--- src/rtl/pe_context_sequencer.sv ---
// Context-cache sequencer: streams config words into a PE context cache (LOAD),
// then steps CP through the loaded contexts with optional looping (RUN).
// Optional performance counters are built when PE_CTX_SEQ_PERF_EN is defined.
module pe_context_sequencer #(
    parameter int WIDTH = 120,
    parameter int DEPTH = 64,
    parameter int CPW   = 16
) (
    input  logic             CLK,
    input  logic             RST,
    input  logic             load_req,
    input  logic             cfg_valid,
    output logic             cfg_ready,
    input  logic [WIDTH:0]   cfg_data,
    input  logic             cfg_last,
    input  logic             run_go,
    input  logic [CPW-1:0]   iter_count,
    input  logic             stall,
    input  logic             abort,
    output logic [WIDTH:0]   cache_indata,
    output logic             cache_start,
    output logic [CPW-1:0]   CP,
    output logic             ctx_valid,
    output logic [CPW-1:0]   loaded_count,
    output logic             busy,
    output logic             done,
    output logic [1:0]       state_dbg
`ifdef PE_CTX_SEQ_PERF_EN
    ,
    output logic [31:0]      perf_run_cycles,
    output logic [31:0]      perf_stall_cycles
`endif
);

    // Config handshake: a word transfers on a rising CLK edge where cfg_valid
    // and cfg_ready are both high; that same edge is the cache write (start=0).
    typedef enum logic [1:0] {S_IDLE, S_LOAD, S_RUN, S_DONE} state_t;

    localparam logic [CPW-1:0] DEPTH_C = CPW'(DEPTH);
    localparam logic [CPW-1:0] ONE_C   = CPW'(1);

    state_t         state, state_nx;
    logic [CPW-1:0] iter, iter_lim;
    logic           accept, load_start, run_start, cp_last, iter_last;

    assign accept     = (state == S_LOAD) && cfg_valid && cfg_ready;
    assign load_start = (state == S_IDLE) && load_req && (loaded_count == '0);
    assign run_start  = (state == S_IDLE) && run_go && !load_start && (loaded_count != '0);
    assign cp_last    = (CP >= loaded_count - ONE_C);
    assign iter_last  = (iter == iter_lim - ONE_C);

    always_ff @(posedge CLK or posedge RST) begin
        if (RST) state <= S_IDLE;
        else     state <= state_nx;
    end

    always_comb begin
        state_nx = state;
        unique case (state)
            S_IDLE: begin
                if (load_start)     state_nx = S_LOAD;
                else if (run_start) state_nx = S_RUN;
            end
            S_LOAD: begin
                if (abort) state_nx = S_IDLE;
                else if (accept && (cfg_last || loaded_count == DEPTH_C - ONE_C))
                    state_nx = S_IDLE;
            end
            S_RUN: begin
                if (abort) state_nx = S_IDLE;
                else if (!stall && cp_last && iter_last) state_nx = S_DONE;
            end
            S_DONE:  state_nx = S_IDLE;
            default: state_nx = S_IDLE;
        endcase
    end

    always_comb begin
        cfg_ready    = (state == S_LOAD) && (loaded_count < DEPTH_C) && !abort;
        cache_start  = !accept;
        cache_indata = cfg_data;
        ctx_valid    = (state == S_RUN) && !stall;
        busy         = (state == S_LOAD) || (state == S_RUN);
        done         = (state == S_DONE);
        state_dbg    = state;
    end

    // CP is zero everywhere except while RUN is advancing through contexts.
    always_ff @(posedge CLK or posedge RST) begin
        if (RST) begin
            CP           <= '0;
            loaded_count <= '0;
            iter         <= '0;
            iter_lim     <= ONE_C;
        end else begin
            if (accept) loaded_count <= loaded_count + ONE_C;
            if (run_start) begin
                iter     <= '0;
                iter_lim <= (iter_count == '0) ? ONE_C : iter_count;
            end
            if (state == S_RUN && !abort) begin
                if (!stall) begin
                    if (cp_last) begin
                        CP   <= '0;
                        iter <= iter + ONE_C;
                    end else begin
                        CP <= CP + ONE_C;
                    end
                end
            end else begin
                CP <= '0;
            end
        end
    end

`ifdef PE_CTX_SEQ_PERF_EN
    always_ff @(posedge CLK or posedge RST) begin
        if (RST) begin
            perf_run_cycles   <= '0;
            perf_stall_cycles <= '0;
        end else if (run_start) begin
            perf_run_cycles   <= '0;
            perf_stall_cycles <= '0;
        end else if (state == S_RUN) begin
            if (perf_run_cycles != '1) perf_run_cycles <= perf_run_cycles + 32'd1;
            if (stall && perf_stall_cycles != '1)
                perf_stall_cycles <= perf_stall_cycles + 32'd1;
        end
    end
`endif

endmodule
--- config.mk ---
export PLATFORM = sky130hd
export DESIGN_NAME = pe_context_sequencer
export DESIGN_NICKNAME = d
export VERILOG_FILES = /design/src/rtl/pe_context_sequencer.sv
export SDC_FILE = /design/constraint.sdc
export NUM_CORES = 1
export LEC_CHECK = 0
export ABC_CLOCK_PERIOD_IN_PS = 10100
export BUFFER_PORTS_ARGS = -buffer_cell sky130_fd_sc_hd__buf_2
export CORE_AREA = 2 2 117 119
export DETAILED_ROUTE_END_ITERATION = 8
export DIE_AREA = 0 0 119 121
export GPL_TIMING_DRIVEN = 0
export HOLD_SLACK_MARGIN = 0.12
export PLACE_DENSITY = 0.72
export SETUP_SLACK_MARGIN = 0.5
export SYNTH_ARGS = -nofsm -noshare
export SYNTH_HDL_FRONTEND = slang
export SYNTH_SLANG_ARGS = --single-unit
--- constraint.sdc ---
create_clock -name CLK -period 10.1 [get_ports CLK]
set_input_delay 0 -clock CLK [delete_from_list [all_inputs] [get_ports CLK]]
set_output_delay 0 -clock CLK [all_outputs]
set_load 0.01 [all_outputs]
After elaboration in Yosys (flattened, before gate mapping)
Cells that the tools add are included.

word-level totals
  output and inout port bits = 160
  word-level logic and storage cells = 61
  register bits = 66
  bits of input ports = 145

operators by class
  mux-type cells = 15
  reductions and logical operators = 25
  $add $sub $neg = 5
  equal/unequal tests = 9
  $lt $le $gt $ge = 2

operator list
  operator                                                                        count
  16-bit 2-to-1 mux                                                               8
  16-bit by 1-bit adder with 16-bit output (second input constant)                3
  16-bit logical NOT                                                              2
  16-bit by 1-bit subtractor with 16-bit output (second input constant)           2
  16-bit == test                                                                  1
  16-bit by 6-bit == test with 1-bit output (second input constant)               1
  16-bit >= comparator                                                            1
  16-bit by 7-bit less-than comparator with 1-bit output (second input constant)  1
  16-bit nonzero test                                                             1
  1-bit logical AND                                                               14
  2-bit 2-to-1 mux                                                                6
  2-bit one-hot mux with 4 select lines                                           1
  3-bit inequality test (second input constant)                                   2
  2-bit == test (second input constant)                                           2
  1-bit logical NOT                                                               4
  3-bit by 2-bit inequality test with 1-bit output (second input constant)        1
  3-bit AND reduction                                                             1
  2-bit by 1-bit == test with 1-bit output (second input constant)                1
  2-bit logical NOT                                                               1
  1-bit logical OR                                                                2
  2-bit inequality test (second input constant)                                   1

Longest topological paths before layout
Gate-level depths: netlist (run 1).

  depth after elaboration = 10
  mapped depth = 19
  gate-level depth less buffers = 15

Worst setup path after synthesis (run 1)
Ideal clock, no wire load.

  kind = register to register
  start = register loaded_count[2]
  end = register iter[6]
  stages on the path, launching flop included = 20
  setup time = 0.136 ns
  clock period less this slack = 3.836 ns
  data required time = 9.964 ns
  arrival time = 3.700 ns
  path buffers = 4
  path slack = 6.264 ns
  cell sequence = dfrtp_1 -> clkbuf_1 -> nor3_1 -> nand2b_1 -> nor3_1 -> nand2_1 -> nor4_1 -> xnor2_1 -> ha_1 -> and4_1 -> o2111ai_1 -> nand3_1 -> nor3_1 -> clkbuf_1 -> nand2b_1 -> buf_2 -> buf_1 -> nor2_1 -> o21ai_1 -> o41ai_1

on the way
  word-level cells in the longest chain between the ends = 9
  elaborated cells on any way between the ends = 12
  classes of those cells = 1 x add/sub; 1 x order compare; 4 x mux; 6 x reduce/logical

ends and longest elaborated chain
  what                                                                                   line  text
  start, declared                                                                        24    output logic [CPW-1:0] loaded_count,
  start signal, assigned                                                                 96    if (accept) loaded_count <= loaded_count + ONE_C;
  branches (longest 8 deep; another with 16-bit by 1-bit subtractor with 16-bit output)  -
  16-bit 2-to-1 mux (*)                                                                  101   if (state == S_RUN && !abort) begin
  end signal, assigned                                                                   105   iter <= iter + ONE_C;
  end, declared                                                                          43    logic [CPW-1:0] iter, iter_lim;

Every way passes the cells marked *.
A chain may end at the register's enable or synchronous reset.

Worst setup path after layout (run 1)
Same ends and word-level chain as after synthesis.

==> results of run 1 <==
-- critical path, stage by stage, from the launching register on --
cell	delay [ps]
dfrtp_1	370
clkbuf_1	200
nor3_1	270
nand2b_1	130
nor3_1	390
nand2_1	220
nor4_1	270
xnor2_1	170
ha_1	260
and4_1	210
o2111ai_1	100
nand3_1	100
nor3_1	230
clkbuf_1	420
nand2b_1	200
buf_2	220
buf_1	420
nor2_1	100
o21ai_1	160
o41ai_1	100
-- sequential cells by signal (all words and copies together), names as in the netlist --
name / count
CP: 16
iter: 16
iter_lim: 16
loaded_count: 16
state_dbg: 2
-- worst paths after layout --
path | startpoint | cells past startpoint | end | slack, ps
setup reg to reg | loaded_count[2] | 19 | iter[6] | 5430
min in group asynchronous | RST | 3 | iter[11] | 340
setup / recovery | loaded_count[2] | 19 | iter[6] | 5430
hold reg to reg | loaded_count[11] | 1 | loaded_count[11] | 520
hold / removal | cfg_data[37] | 2 | cache_indata[37] | 180
max in group asynchronous | RST | 3 | iter[14] | 9140
-- cell families (layout without fill, tap and decap cells) --
logic type | Yosys count | count (layout)
AO/OA/AOI/OAI | 95 | 95
flip-flops | 66 | 66
multiplexers | 18 | 18
XOR/XNOR | 46 | 46
buffers and inverters | 164 | 382
adder cells (fa/ha/maj) | 27 | 27
AND/OR/NAND/NOR | 177 | 177
-- per-layer routing --
metal | GRT usage [%] | wire length [µm]
met1 | 22.1 | 5430
met2 | 31.6 | 6920
met3 | 4.18 | 932
met4 | 4.76 | 197
met5 | 0 | 0
-- power groups by stage --
stage	Combinational (mW)	Sequential (mW)	Clock, mW
finish	0.520	0.385	0.315
global route	0.583	0.395	0.331
CTS	0.523	0.384	0.321
detailed placement	0.510	0.388	0
global placement	0.502	0.386	0
floorplan	0.385	0.373	0
-- through the flow --
step	area [µm²]	setup WS, ps
2_1_floorplan	5210	6260
3_3_place_gp	6350	5550
3_5_place_dp	6350	5580
4_1_cts	6850	5440
5_1_grt	6850	4900
6_report	6850	5430
-- synthesized netlist by cell type, types with 2 or more instances --
master	instances	area [µm²]
a21o_1	2	15.0
a21oi_1	7	35.0
a31oi_1	9	56.3
and2_1	3	18.8
and3_1	13	81.3
and4_1	2	17.5
buf_1	3	11.3
buf_2	5	25.0
buf_4	121	908
clkbuf_1	21	78.8
dfrtp_1	65	1630
ha_1	27	338
inv_1	13	48.8
mux2_1	15	169
mux2i_1	2	20.0
nand2_1	33	124
nand2b_1	11	68.8
nand3_1	28	140
nand4_1	6	37.5
nor2_1	29	109
nor2b_1	6	37.5
nor3_1	14	70.1
nor3b_1	2	15.0
nor4_1	13	81.3
nor4_2	3	37.5
o2111ai_1	2	17.5
o211ai_1	2	15.0
o21ai_0	33	165
o21ai_1	17	85.1
o31ai_1	8	60.1
o41ai_1	3	26.3
or3_1	3	18.8
or4_1	2	15.0
xnor2_1	30	263
xor2_1	16	140
-- cell type report --
| cell class | count | area share (%) |
|---|---|---|
| sequential | 66 | 24.1 |
| inverter | 13 | 0.749 |
| timing repair buffer | 202 | 16.2 |
| buffer | 151 | 15.1 |
| clock buffer | 11 | 3.69 |
| clock inverter | 5 | 0.768 |
| tap | 176 | 3.22 |
| multi-input combinational | 363 | 36.2 |
==> results.md, run 1 <==
- CTS tree: yes
- Post-Synth Simple-Gate Area: 18.2%
- Via/cell ratio: 4.87
- Clock Latency Late Sink: 340 ps
- Initial drt markers: 326
- Count of pins over their slew limit: 0
- Multi-input gate area: 2470 µm²
- Setup Skew: 7.73 ps
- DR vias: 4806
- Final setup fails: 0
- Mux contribution to synthesized area: 3.91%
- Post-CTS Setup Inserts: 0
- Setup TNS: 0 ps
- Slew HR: 44.0%
- GR Overflow Total: 0
- Max cap viols: 0
- DP HPWL: 10500 µm
- Largest family of logic cells by synthesized area: buffers and inverters
- Worst-Margin Slew: 840 ps
- Final #Nets: 978
- Pre-antenna DRT Iters: 4
- Commonest non-fill, non-tap cell in the layout: buf_2
- Power per cell area: 178 nW/µm²
- Arrival time worst endpoint: 4860 ps
- Switching share of total power: 37.5%
- Clock Sink Count: 66
- Cells after Synth: 593
- Final period utilization: 46.2%
- Final min period: 4670 ps
- Number of global-route vias before repair: 4382
- Detail Route Antenna Nets: 0
- Cell Area, Synth: 5210 µm²
- TritonCTS Buffers: 9
- PostCTS Resize Cnt: 0
- CP endpoint kind: register
- Compound-Gate Fraction of Synth Area: 11.1%
- Psw: 0.458 mW
- Maximum fanout along the worst path: 10
- CP required: 10290 ps
- Ys flop type: dfrtp_1
- I/O pin count: 305
- Async set or reset register ratio after synthesis: 100%
- Flops & latches, synth: 66
- Total GRT Usage: 18.0%
- DRC violations left: 0
- XOR/XNOR share of the synthesized area: 7.73%
- RSZ-0062 raised after global routing: false
- Die Wd: 119 µm
- Min Hold Slack: 183 ps
- Die Area: 14400 µm²
- Peak Freq: 214 MHz
- Worst-path clk slew: 60 ps
- Worst Path Class, Setup: reg2reg
- Cts hold-fix bufs: 19
- Sequential share of the synthesized area: 31.7%
- Dpl cells: 952
- EDFF count, synth: 0
- Synth Area in Adders: 6.48%
- Root buf cell: clkbuf_16
- Share of cells above drive strength 1: 41.4%
- Logic gate share of total power: 42.6%
- Die height: 121 µm
- Netlist cell types: 59
- Avg WL per Cell: 13.7 µm
- Antenna violations before repair: 0
- Clock power frac: 25.8%
- Seq pwr share: 31.6%
- Core area: 13100 µm²
- Ys Warns: 0
- Setup crit start kind: register
- H-tree depth: 3
- Fin cells: 987
- Initial Util: 39.8%
- Most frequent cells in the layout: 188 x buf_2, 121 x buf_4, 65 x dfrtp_1
- Overall power: 1.22 mW
- Site Rows: 42
- Min-delay worst type: in2out
- Clk buf depth: 2
- Number of fill cells: 1245
- Ant diodes: 0
- Leak Pwr: 3.43 nW
- Syn_area_per_cell: 8.79 µm²
- Synth-to-layout area growth: 31.4%
- FF+latch area: 1650 µm²
- Total wire length: 13500 µm
- Fin util: 52.3%
- Peak VDD IR: 0.119 mV
- Final Hold Fails: 0
- Internal Power: 0.763 mW
- Syn Nets: 765
- Global-route wire length before repair: 21100 µm
- Status: finished, final reports clean
- Final Wtd Congestion: 0.902
- I/O Buffers: 183
- Largest net degree at the start of global routing: 67
Power figures use the tool's default switching activity.
==> run 2: changes to the inputs <==
ABC_CLOCK_PERIOD_IN_PS = 4230   (was 10100)
CORE_AREA = 2 2 120 122   (was 2 2 117 119)
DIE_AREA = 0 0 122 124   (was 0 0 119 121)
clock period = 4.23 ns   (was 10.1 ns; I/O delays follow)
==> results.md, run 2 (synthesized netlist as in run 1, its figures left out) <==
- Max cap viols: 0
- Setup Skew: 8.64 ps
- Min Hold Slack: 183 ps
- Worst-path clk slew: 60 ps
- Avg WL per Cell: 13.8 µm
- Final setup fails: 0
- Most frequent cells in the layout: 187 x buf_2, 145 x buf_4, 61 x dfrtp_1
- Hold path depth: 2
- Final Hold Fails: 0
- Post-Place Cell Area: 6360 µm²
- Clock Sink Count: 66
- Setup ws final: 516 ps
- Via/cell ratio: 4.94
- Setup crit start kind: register
- Share of cells above drive strength 1: 46.1%
- Min-delay worst type: in2out
- Crit path max-delay cell type: dfrtp_1
- Die Wd: 122 µm
- Fin cells: 1015
- Arrival time worst endpoint: 3940 ps
- Die height: 124 µm
- CP endpoint kind: register
- CTS tree: yes
- DP HPWL: 10300 µm
- I/O pin count: 305
- Count of pins over their slew limit: 0
- GR Overflow Total: 0
- Largest net degree at the start of global routing: 67
- Dpl cells: 956
- Power per cell area: 443 nW/µm²
- R2R Setup Slk: 520 ps
- Slew HR: 44.6%
- Number of global-route vias before repair: 4185
- Commonest non-fill, non-tap cell in the layout: buf_2
- Detail Route Antenna Nets: 0
- Multi-input gate area: 2610 µm²
- Peak VDD IR: 0.347 mV
- Place WS: -158 ps
- CP required: 4460 ps
- Final min period: 3710 ps
- Global-route wire length before repair: 21000 µm
- Antenna violations before repair: 0
- Status: finished, final reports clean
- Hold_sp: cfg_data[82]
- RSZ-0062 raised after global routing: true
- R2R cell count: 19
- Peak Freq: 269 MHz
- Clk buf depth: 2
- Worst Path Class, Setup: reg2reg
- Initial drt markers: 292
- TritonCTS Buffers: 9
- Worst Hold Path EP: cache_indata[82]
- Final period utilization: 87.8%
- Leak Pwr: 3.62 nW
- Final Wtd Congestion: 0.867
- DRC violations left: 0
- Critical-path cell list: buf_6 > nor3_4 > nand2b_1 > nor3_4 > nand2_2 > buf_6 > nor3_4 > xnor2_2 > ha_1 > and4_4 > nand4_1 > nor3_2 > nor3_2 > buf_4 > buf_8 > a311o_1 > nor3_2 > o21ai_2 > mux2_4
- Site Rows: 43
- Final design instance area without fill: 7210 µm²
- Ant diodes: 0
- Total GRT Usage: 17.4%
- Maximum fanout along the worst path: 4
- Core area: 13700 µm²
- DR vias: 5011
- Worst-Margin Slew: 827 ps
- Clock Latency Late Sink: 340 ps
- I/O Buffers: 183
- Initial Util: 38.0%
- Pre-antenna DRT Iters: 4
- FF-to-FF End: state_dbg[0]
- Final #Nets: 1002
- Root buf cell: clkbuf_16
- H-tree depth: 3
- Synth-to-layout area growth: 38.4%
- FF+latch area: 1660 µm²
- FF-to-FF Start: loaded_count[2]
- Slowest stage delay, CP: 390 ps
- Number of fill cells: 1287
- Total wire length: 14000 µm
- Die Area: 15100 µm²
run 2: changes by cell type in the layout (fill, tap and decap cells not counted), sizes merged:
| cell | delta |
|---|---|
| clkbuf | -1 |
| clkinv | -2 |
| buf | +26 |
| clkinvlp | +1 |
run 2: metal layers:
metal	track usage, %	vias to the layer above	share of wire (%)
met5	0	-	0
met4	4.67	0	1.3
met3	3.89	16	8.2
met2	30.4	205	52
met1	21.8	2367	38
li1	-	2423	-
run 2: how the worst max path moves through the flow:
stage	slack, ps	depth (start not counted)	to	start
after CTS	520	15	state_dbg[0]	loaded_count[10]
after global placement	-200	18	iter[6]	loaded_count[2]
final	520	19	state_dbg[0]	loaded_count[2]
after global routing	320	19	state_dbg[0]	loaded_count[2]
after floorplan	570	18	iter[14]	loaded_count[2]
after detailed placement	-160	18	iter[6]	loaded_count[2]
run 2: critical path: cells and delay by family, from the launching register on:
kind	cells	cell delay, ps
AO/OA/AOI/OAI	2	420
XOR/XNOR	1	100
adder cells (fa/ha/maj)	1	310
buffers and inverters	4	560
flip-flops	1	390
multiplexers	1	300
AND/OR/NAND/NOR	10	1530
run 2: power by group:
group | internal (mW) | leakage [nW] | total [mW] | switching, mW
clock | 0.487 | 0.145 | 0.768 | 0.281
combinational | 0.763 | 2.61 | 1.50 | 0.738
sequential | 0.751 | 0.869 | 0.923 | 0.172
total | 2.00 | 3.62 | 3.19 | 1.19
run 2: final cells by class:
| class | instances | share of cell area (%) |
|---|---|---|
| sequential | 66 | 23.0 |
| timing repair buffer | 226 | 18.0 |
| buffer | 151 | 14.7 |
| multi-input combinational | 363 | 36.2 |
| clock inverter | 4 | 0.694 |
| tap | 180 | 3.12 |
| inverter | 13 | 0.711 |
| clock buffer | 12 | 3.56 |
run 2: per-stage QoR:
step | util [%] | total power, mW | TNS, ps
floorplan | - | 1.81 | 0
global placement | 46.3 | 2.13 | -1070
detailed placement | 46.3 | 2.15 | -908
CTS | 51.4 | 3.09 | 0
global route | 52.6 | 3.42 | 0
finish | 52.6 | 3.19 | 0
run 2: repair_timing:
item	4_1_cts	5_1_grt
pin swaps	9	16
endpoints found under the setup margin	23	25
gates resized for setup	27	18
endpoints found under the hold margin	83	0
buffers inserted	12	12
hold buffers	19	0
